$ cat src/rtl/audio_i2s_pkg.sv
// Shared audio/I2S defaults, PCM pair type and frame slot-index constants.
package audio_i2s_pkg;
    localparam int DATA_W      = 24;
    localparam int SLOT_W      = 32;
    localparam int FRAME_BITS  = 2 * SLOT_W;
    localparam int LEFT_MSB_K  = 1;
    localparam int RIGHT_MSB_K = SLOT_W + 1;

    typedef struct packed {
        logic [DATA_W-1:0] l;
        logic [DATA_W-1:0] r;
    } pcm_pair_t;
endpackage

$ cat src/rtl/pcm_pair_fifo.sv
// Two-entry PCM pair buffer with occupancy count and synchronous flush.
module pcm_pair_fifo #(
    parameter int W = 2 * audio_i2s_pkg::DATA_W
) (
    input  logic         clk,
    input  logic         reset,
    input  logic         flush,
    input  logic         push,
    input  logic         pop,
    input  logic [W-1:0] push_data,
    output logic [W-1:0] pop_data,
    output logic [1:0]   count,
    output logic [1:0]   count_nxt
);
    logic [W-1:0] mem_q [2];
    logic [W-1:0] mem_d [2];
    logic         rd_ptr_q, rd_ptr_d;
    logic [1:0]   count_q, count_d;
    logic         do_pop;
    logic         wr_ptr;

    always_comb begin
        mem_d    = mem_q;
        rd_ptr_d = rd_ptr_q;
        count_d  = count_q;
        // A pop against an empty buffer is ignored; the parent loads zeros instead.
        do_pop   = pop && (count_q != 2'd0);
        wr_ptr   = rd_ptr_q ^ (count_q == 2'd1);
        if (flush) begin
            rd_ptr_d = 1'b0;
            count_d  = 2'd0;
        end else begin
            if (push)
                mem_d[wr_ptr] = push_data;
            if (do_pop)
                rd_ptr_d = ~rd_ptr_q;
            count_d = count_q + {1'b0, push} - {1'b0, do_pop};
        end
    end

    always_ff @(posedge clk) begin
        if (reset) begin
            mem_q[0] <= '0;
            mem_q[1] <= '0;
            rd_ptr_q <= 1'b0;
            count_q  <= 2'd0;
        end else begin
            mem_q    <= mem_d;
            rd_ptr_q <= rd_ptr_d;
            count_q  <= count_d;
        end
    end

    assign pop_data  = mem_q[rd_ptr_q];
    assign count     = count_q;
    assign count_nxt = count_d;
endmodule

$ cat src/rtl/i2s_frame_transmitter.sv
// I2S (Philips) master transmitter: bclk/lrclk generation and MSB-first serialisation
// of buffered stereo PCM pairs, one pair per 2*SLOT_W-bit frame.
module i2s_frame_transmitter
    import audio_i2s_pkg::*;
#(
    parameter int DATA_W   = audio_i2s_pkg::DATA_W,
    parameter int SLOT_W   = audio_i2s_pkg::SLOT_W,
    parameter int BCLK_DIV = 8
) (
    input  logic              clk,
    input  logic              reset,
    input  logic              enable,
    input  logic              s_valid,
    output logic              s_ready,
    input  logic [DATA_W-1:0] l_data,
    input  logic [DATA_W-1:0] r_data,
    output logic              bclk,
    output logic              lrclk,
    output logic              sdata,
    output logic              frame_start,
    output logic              underflow,
    input  logic              underflow_clr
);
    localparam int FRAME_N = 2 * SLOT_W;
    localparam int K_W     = $clog2(FRAME_N);
    localparam int DIV_W   = (BCLK_DIV > 1) ? $clog2(BCLK_DIV) : 1;
    localparam logic [K_W-1:0] K_LAST = K_W'(FRAME_N - 1);

    logic [DIV_W-1:0]  div_q, div_d;
    logic [K_W-1:0]    k_q, k_d, k_new;
    logic              bclk_q, bclk_d, lrclk_q, lrclk_d, sdata_q, sdata_d;
    logic              frame_start_q, frame_start_d, underflow_q, underflow_d;
    logic              s_ready_q, s_ready_d;
    logic [DATA_W-1:0] cur_l_q, cur_l_d, cur_r_q, cur_r_d, word;
    logic              uf_set, fifo_push, fifo_pop, fifo_flush;
    logic [2*DATA_W-1:0] fifo_head;
    logic [1:0]        fifo_count, fifo_count_nxt;
    int                kk;

    pcm_pair_fifo #(.W(2 * DATA_W)) u_fifo (
        .clk       (clk),
        .reset     (reset),
        .flush     (fifo_flush),
        .push      (fifo_push),
        .pop       (fifo_pop),
        .push_data ({l_data, r_data}),
        .pop_data  (fifo_head),
        .count     (fifo_count),
        .count_nxt (fifo_count_nxt)
    );

    always_comb begin
        div_d         = div_q;
        bclk_d        = bclk_q;
        k_d           = k_q;
        k_new         = k_q;
        lrclk_d       = lrclk_q;
        sdata_d       = sdata_q;
        cur_l_d       = cur_l_q;
        cur_r_d       = cur_r_q;
        frame_start_d = 1'b0;
        uf_set        = 1'b0;
        fifo_push     = 1'b0;
        fifo_pop      = 1'b0;
        fifo_flush    = 1'b0;
        word          = '0;
        kk            = 0;
        if (!enable) begin
            div_d      = '0;
            bclk_d     = 1'b0;
            k_d        = K_LAST;
            lrclk_d    = 1'b1;
            sdata_d    = 1'b0;
            cur_l_d    = '0;
            cur_r_d    = '0;
            fifo_flush = 1'b1;
        end else begin
            fifo_push = s_valid && s_ready_q;
            if (int'(div_q) == BCLK_DIV - 1) begin
                div_d  = '0;
                bclk_d = ~bclk_q;
                // Falling-edge cycle: everything on the serial side moves here.
                if (bclk_q) begin
                    k_new   = (k_q == K_LAST) ? '0 : k_q + 1'b1;
                    k_d     = k_new;
                    kk      = int'(k_new);
                    lrclk_d = (kk >= SLOT_W);
                    if (kk >= LEFT_MSB_K && kk <= DATA_W) begin
                        word    = cur_l_q >> (DATA_W - kk);
                        sdata_d = word[0];
                    end else if (kk >= SLOT_W + 1 && kk <= SLOT_W + DATA_W) begin
                        word    = cur_r_q >> (SLOT_W + DATA_W - kk);
                        sdata_d = word[0];
                    end else begin
                        sdata_d = 1'b0;
                    end
                    if (kk == 0) begin
                        frame_start_d = 1'b1;
                        fifo_pop      = 1'b1;
                        if (fifo_count == 2'd0) begin
                            uf_set  = 1'b1;
                            cur_l_d = '0;
                            cur_r_d = '0;
                        end else begin
                            {cur_l_d, cur_r_d} = fifo_head;
                        end
                    end
                end
            end else begin
                div_d = div_q + 1'b1;
            end
        end
        underflow_d = uf_set ? 1'b1 : (underflow_clr ? 1'b0 : underflow_q);
        s_ready_d   = enable && (fifo_count_nxt < 2'd2);
    end

    always_ff @(posedge clk) begin
        if (reset) begin
            div_q         <= '0;
            bclk_q        <= 1'b0;
            k_q           <= K_LAST;
            lrclk_q       <= 1'b1;
            sdata_q       <= 1'b0;
            cur_l_q       <= '0;
            cur_r_q       <= '0;
            frame_start_q <= 1'b0;
            underflow_q   <= 1'b0;
            s_ready_q     <= 1'b0;
        end else begin
            div_q         <= div_d;
            bclk_q        <= bclk_d;
            k_q           <= k_d;
            lrclk_q       <= lrclk_d;
            sdata_q       <= sdata_d;
            cur_l_q       <= cur_l_d;
            cur_r_q       <= cur_r_d;
            frame_start_q <= frame_start_d;
            underflow_q   <= underflow_d;
            s_ready_q     <= s_ready_d;
        end
    end

    assign bclk        = bclk_q;
    assign lrclk       = lrclk_q;
    assign sdata       = sdata_q;
    assign frame_start = frame_start_q;
    assign underflow   = underflow_q;
    assign s_ready     = s_ready_q;
endmodule

$ cat config.mk
export PLATFORM = sky130hd
export DESIGN_NAME = i2s_frame_transmitter
export DESIGN_NICKNAME = d
export VERILOG_FILES = /design/src/rtl/audio_i2s_pkg.sv /design/src/rtl/pcm_pair_fifo.sv /design/src/rtl/i2s_frame_transmitter.sv
export SDC_FILE = /design/constraint.sdc
export NUM_CORES = 1
export LEC_CHECK = 0
export ABC_AREA = 1
export ABC_CLOCK_PERIOD_IN_PS = 3150
export CELL_PAD_IN_SITES_DETAIL_PLACEMENT = 2
export CELL_PAD_IN_SITES_GLOBAL_PLACEMENT = 2
export CORE_MARGIN = 5
export CORE_UTILIZATION = 30
export CTS_CLUSTER_SIZE = 30
export DETAILED_ROUTE_END_ITERATION = 7
export PLACE_DENSITY_LB_ADDON = 0.05
export SKIP_LAST_GASP = 1
export SYNTH_ARGS = -nofsm -noshare
export SYNTH_HDL_FRONTEND = slang
export SYNTH_SLANG_ARGS = --single-unit
$ cat constraint.sdc
create_clock -name clk -period 3.15 [get_ports clk]
set_input_delay 0.945 -clock clk [delete_from_list [all_inputs] [get_ports clk]]
set_output_delay 0.945 -clock clk [all_outputs]
set_load 0.02 [all_outputs]
==> flow_metrics.env <==
export IMPL_synth_edff_count=0
export IMPL_clk_path_buf_depth=2
export IMPL_rrSetupSlack_ns=0.49
export IMPL_fin_crit_ns=2.66
export IMPL_ctsHtreeMaxLevel=4
export IMPL_synth_area_leader_cell="dfxtp_1"
export IMPL_start_kind="flop"
export IMPL_drt_total_wl_um=24400
export IMPL_synth_cell_types=37
export IMPL_grt_pass1_vias=7267
export IMPL_maxSlewHeadroom=0.418
export IMPL_cp_endpoint="u_fifo.count[1]"
export IMPL_yosys_top_cells_area="dfxtp_1 (46%), o21ai_0 (10%), a21oi_1 (9.0%)"
export IMPL_yosysWarnings=0
export IMPL_io_pins=59
export IMPL_coreArea_um2=23400
export IMPL_drive_above_1_share=0.0863
export IMPL_syn_inst=963
export IMPL_grt_max_degree=73
export IMPL_diodes=0
export IMPL_cp_arrival_ns=3.02
export IMPL_antenna_found_initial=0
export IMPL_dpl_hpwl_um=16700
export IMPL_numPortBuffers=58
export IMPL_syn_num_nets=1022
export IMPL_fin_tns_setup_ns=0
export IMPL_synth_main_ff_cell="dfxtp_1"
export IMPL_cts_root_buf="clkbuf_16"
export IMPL_area_growth_pct=20.1
export IMPL_multi_input_area_um2=3160
export IMPL_grt_ovfl_total=0
export IMPL_ys_top_cells_by_count="dfxtp_1 (162), o21ai_0 (146), nor2_1 (132)"
export IMPL_end_kind="flop"
export IMPL_die_w_um=164
export IMPL_worstPathMaxFanout=5
export IMPL_post_route_period_util=0.845
export IMPL_die_h_um=164
export IMPL_power_density_nw_per_um2=506
export IMPL_rr_worst_depth=16
export IMPL_antenna_left=0
export IMPL_fin_skew_ns=0.0134
export IMPL_drt_iter0_markers=277
export IMPL_netlist_area_um2=7100
export IMPL_die_area_um2=26800
export IMPL_status="complete, no violations"
export IMPL_min_path_type="flop to flop"
export IMPL_yosysMostFrequentCell="dfxtp_1"
export IMPL_wl_per_cell_um=18.4
export IMPL_vdd_drop_max_mv=0.286
export IMPL_r2r_end="u_fifo.count[1]"
export IMPL_cts_sinks=162
export IMPL_cts_clk_slew_worst_paths_ns=0.07
export IMPL_vias_per_cell=4.95
export IMPL_yosys_register_bits=162
export IMPL_drc=0
export IMPL_drt_first_pass_iters=4
export IMPL_tightestPinTransition_ns=0.872
export IMPL_rows=56
export IMPL_grt_setup_unrepaired="false"
export IMPL_cts_resized=0
export IMPL_start_util=0.303
export IMPL_slew_viol_final=0
export IMPL_finalHoldViolations=0
export IMPL_cp_startpoint="k_q[1]"
export IMPL_setup_viol=0
export IMPL_ctsHoldBuffers=0
export IMPL_path_class="flop to flop"
export IMPL_gp_congestion=0.770
export IMPL_netlist_area_leader_share=0.457
export IMPL_syn_avg_cell_area_um2=7.37
export IMPL_ff_latch_area_um2=3240
export IMPL_cts_tree="built"
export IMPL_dp_slack_ns=0.371
export IMPL_final_nets=1054
export IMPL_layout_cells_non_filler=1327
export IMPL_yosysSeqAreaShare=0.457
export IMPL_post_cts_setup_buffer_count=0
export IMPL_numCtsBuffers=17
export IMPL_p_leak_nw=3.12
export IMPL_fmax_mhz=376
export IMPL_maxCapViolations=0
export IMPL_async_flop_share=0
export IMPL_r2r_start="k_q[1]"
export IMPL_setup_ws_ns=0.489
export IMPL_grt_pass1_wl_um=39900
export IMPL_dp_cells=1295
export IMPL_grt_util_all_layers=0.190
export IMPL_clkLatencyLatePin_ns=0.43
export IMPL_cp_required_ns=3.51
export IMPL_vias=6572
export IMPL_nFillCells=2756
how the worst min path moves through the flow:
| stage | startpoint | to | slack [ns] | cells after the start |
|---|---|---|---|---|
| floorplan | div_q[0] | div_q[0] | 0.40 | 1 |
| global placement | div_q[0] | div_q[0] | 0.40 | 1 |
| detailed placement | div_q[0] | div_q[0] | 0.42 | 1 |
| CTS | div_q[0] | div_q[0] | 0.43 | 1 |
| global route | cur_l_q[11] | cur_l_q[11] | 0.47 | 2 |
| finish | div_q[0] | div_q[0] | 0.42 | 1 |
cell usage in the layout (no fill, tap or decap), types with 3 or more instances in the layout:
master,synthesis,routed
buf_4,0,19
nand3_1,35,35
nor2_1,132,131
o21ai_1,7,7
clkbuf_16,0,17
dfxtp_1,162,161
clkinv_4,0,3
o211ai_1,7,7
inv_2,3,4
a211oi_1,4,4
nand4_1,3,3
a22oi_1,4,4
nand2_1,111,110
o2111ai_1,14,14
ha_1,6,6
o22ai_1,3,3
clkdlybuf4s50_1,0,58
nor2_2,5,6
nand2_4,3,3
inv_6,0,3
o21ai_2,3,3
buf_12,0,3
inv_1,98,97
a21oi_1,128,128
clkinvlp_4,0,3
o21ai_0,146,146
nand2_2,5,6
critical path, cell delays in order, from the launching register on:
cell and delay (ns):
dfxtp_1 0.47, ha_1 0.28, nand2_2 0.14, inv_2 0.13, nand3_1 0.12, nand2_4 0.14
nor2_4 0.05, nand3_4 0.09, nor2_4 0.05, nand3_1 0.12, inv_1 0.06, ha_1 0.28
inv_1 0.04, ha_1 0.20, xnor2_1 0.24, inv_1 0.06, nor2_1 0.11
metal layers:
layer / wire [um] / GRT usage
met5: 0 / 0
met4: 196 / 0.0400
met3: 359 / 0.0279
met2: 11700 / 0.326
met1: 12100 / 0.254
where the power goes:
group | internal (mW) | switching (mW) | total, mW
clock network | 1.10 | 0.922 | 2.02
logic | 0.0976 | 0.113 | 0.211
registers | 2.07 | 0.0122 | 2.08
total | 3.27 | 1.05 | 4.32
layout make-up:
type / instances / share of cell area
timing repair buffer: 80 / 0.0918
sequential: 162 / 0.380
clock inverter: 13 / 0.0148
tap: 319 / 0.0468
multi-input combinational: 633 / 0.371
clock buffer: 19 / 0.0508
inverter: 101 / 0.0445
logic make-up (layout without fill, tap and decap cells):
logic type | count (synthesis) | count (layout) | synth area share
AO/OA/AOI/OAI | 319 | 319 | 0.243
AND/OR/NAND/NOR | 304 | 304 | 0.186
adder cells (fa/ha/maj) | 6 | 6 | 0.0106
XOR/XNOR | 4 | 4 | 0.00599
flip-flops | 162 | 162 | 0.457
buffers and inverters | 168 | 213 | 0.0983
registers in the layout, summed over array words and instances (netlist names):
signal           count
sdata                1
s_ready              1
underflow            1
u_fifo.count         2
cur_r_q             24
u_fifo.mem_q        96
frame_start          1
k_q                  6
cur_l_q             24
div_q                3
u_fifo.rd_ptr_q      1
lrclk                1
bclk                 1
per-stage QoR:
| step | area, um2 | util | power (mW) | hold slack [ns] |
|---|---|---|---|---|
| finish | 8530 | 0.364 | 4.32 | 0.424 |
| global route | 8530 | 0.364 | 4.49 | 0.471 |
| CTS | 8530 | 0.364 | 4.38 | 0.429 |
| detailed placement | 7970 | 0.341 | 2.35 | 0.419 |
| global placement | 7970 | 0.341 | 2.33 | 0.405 |
| floorplan | 7100 | - | 2.22 | 0.397 |
No activity file was read; power rests on OpenSTA's default activity.
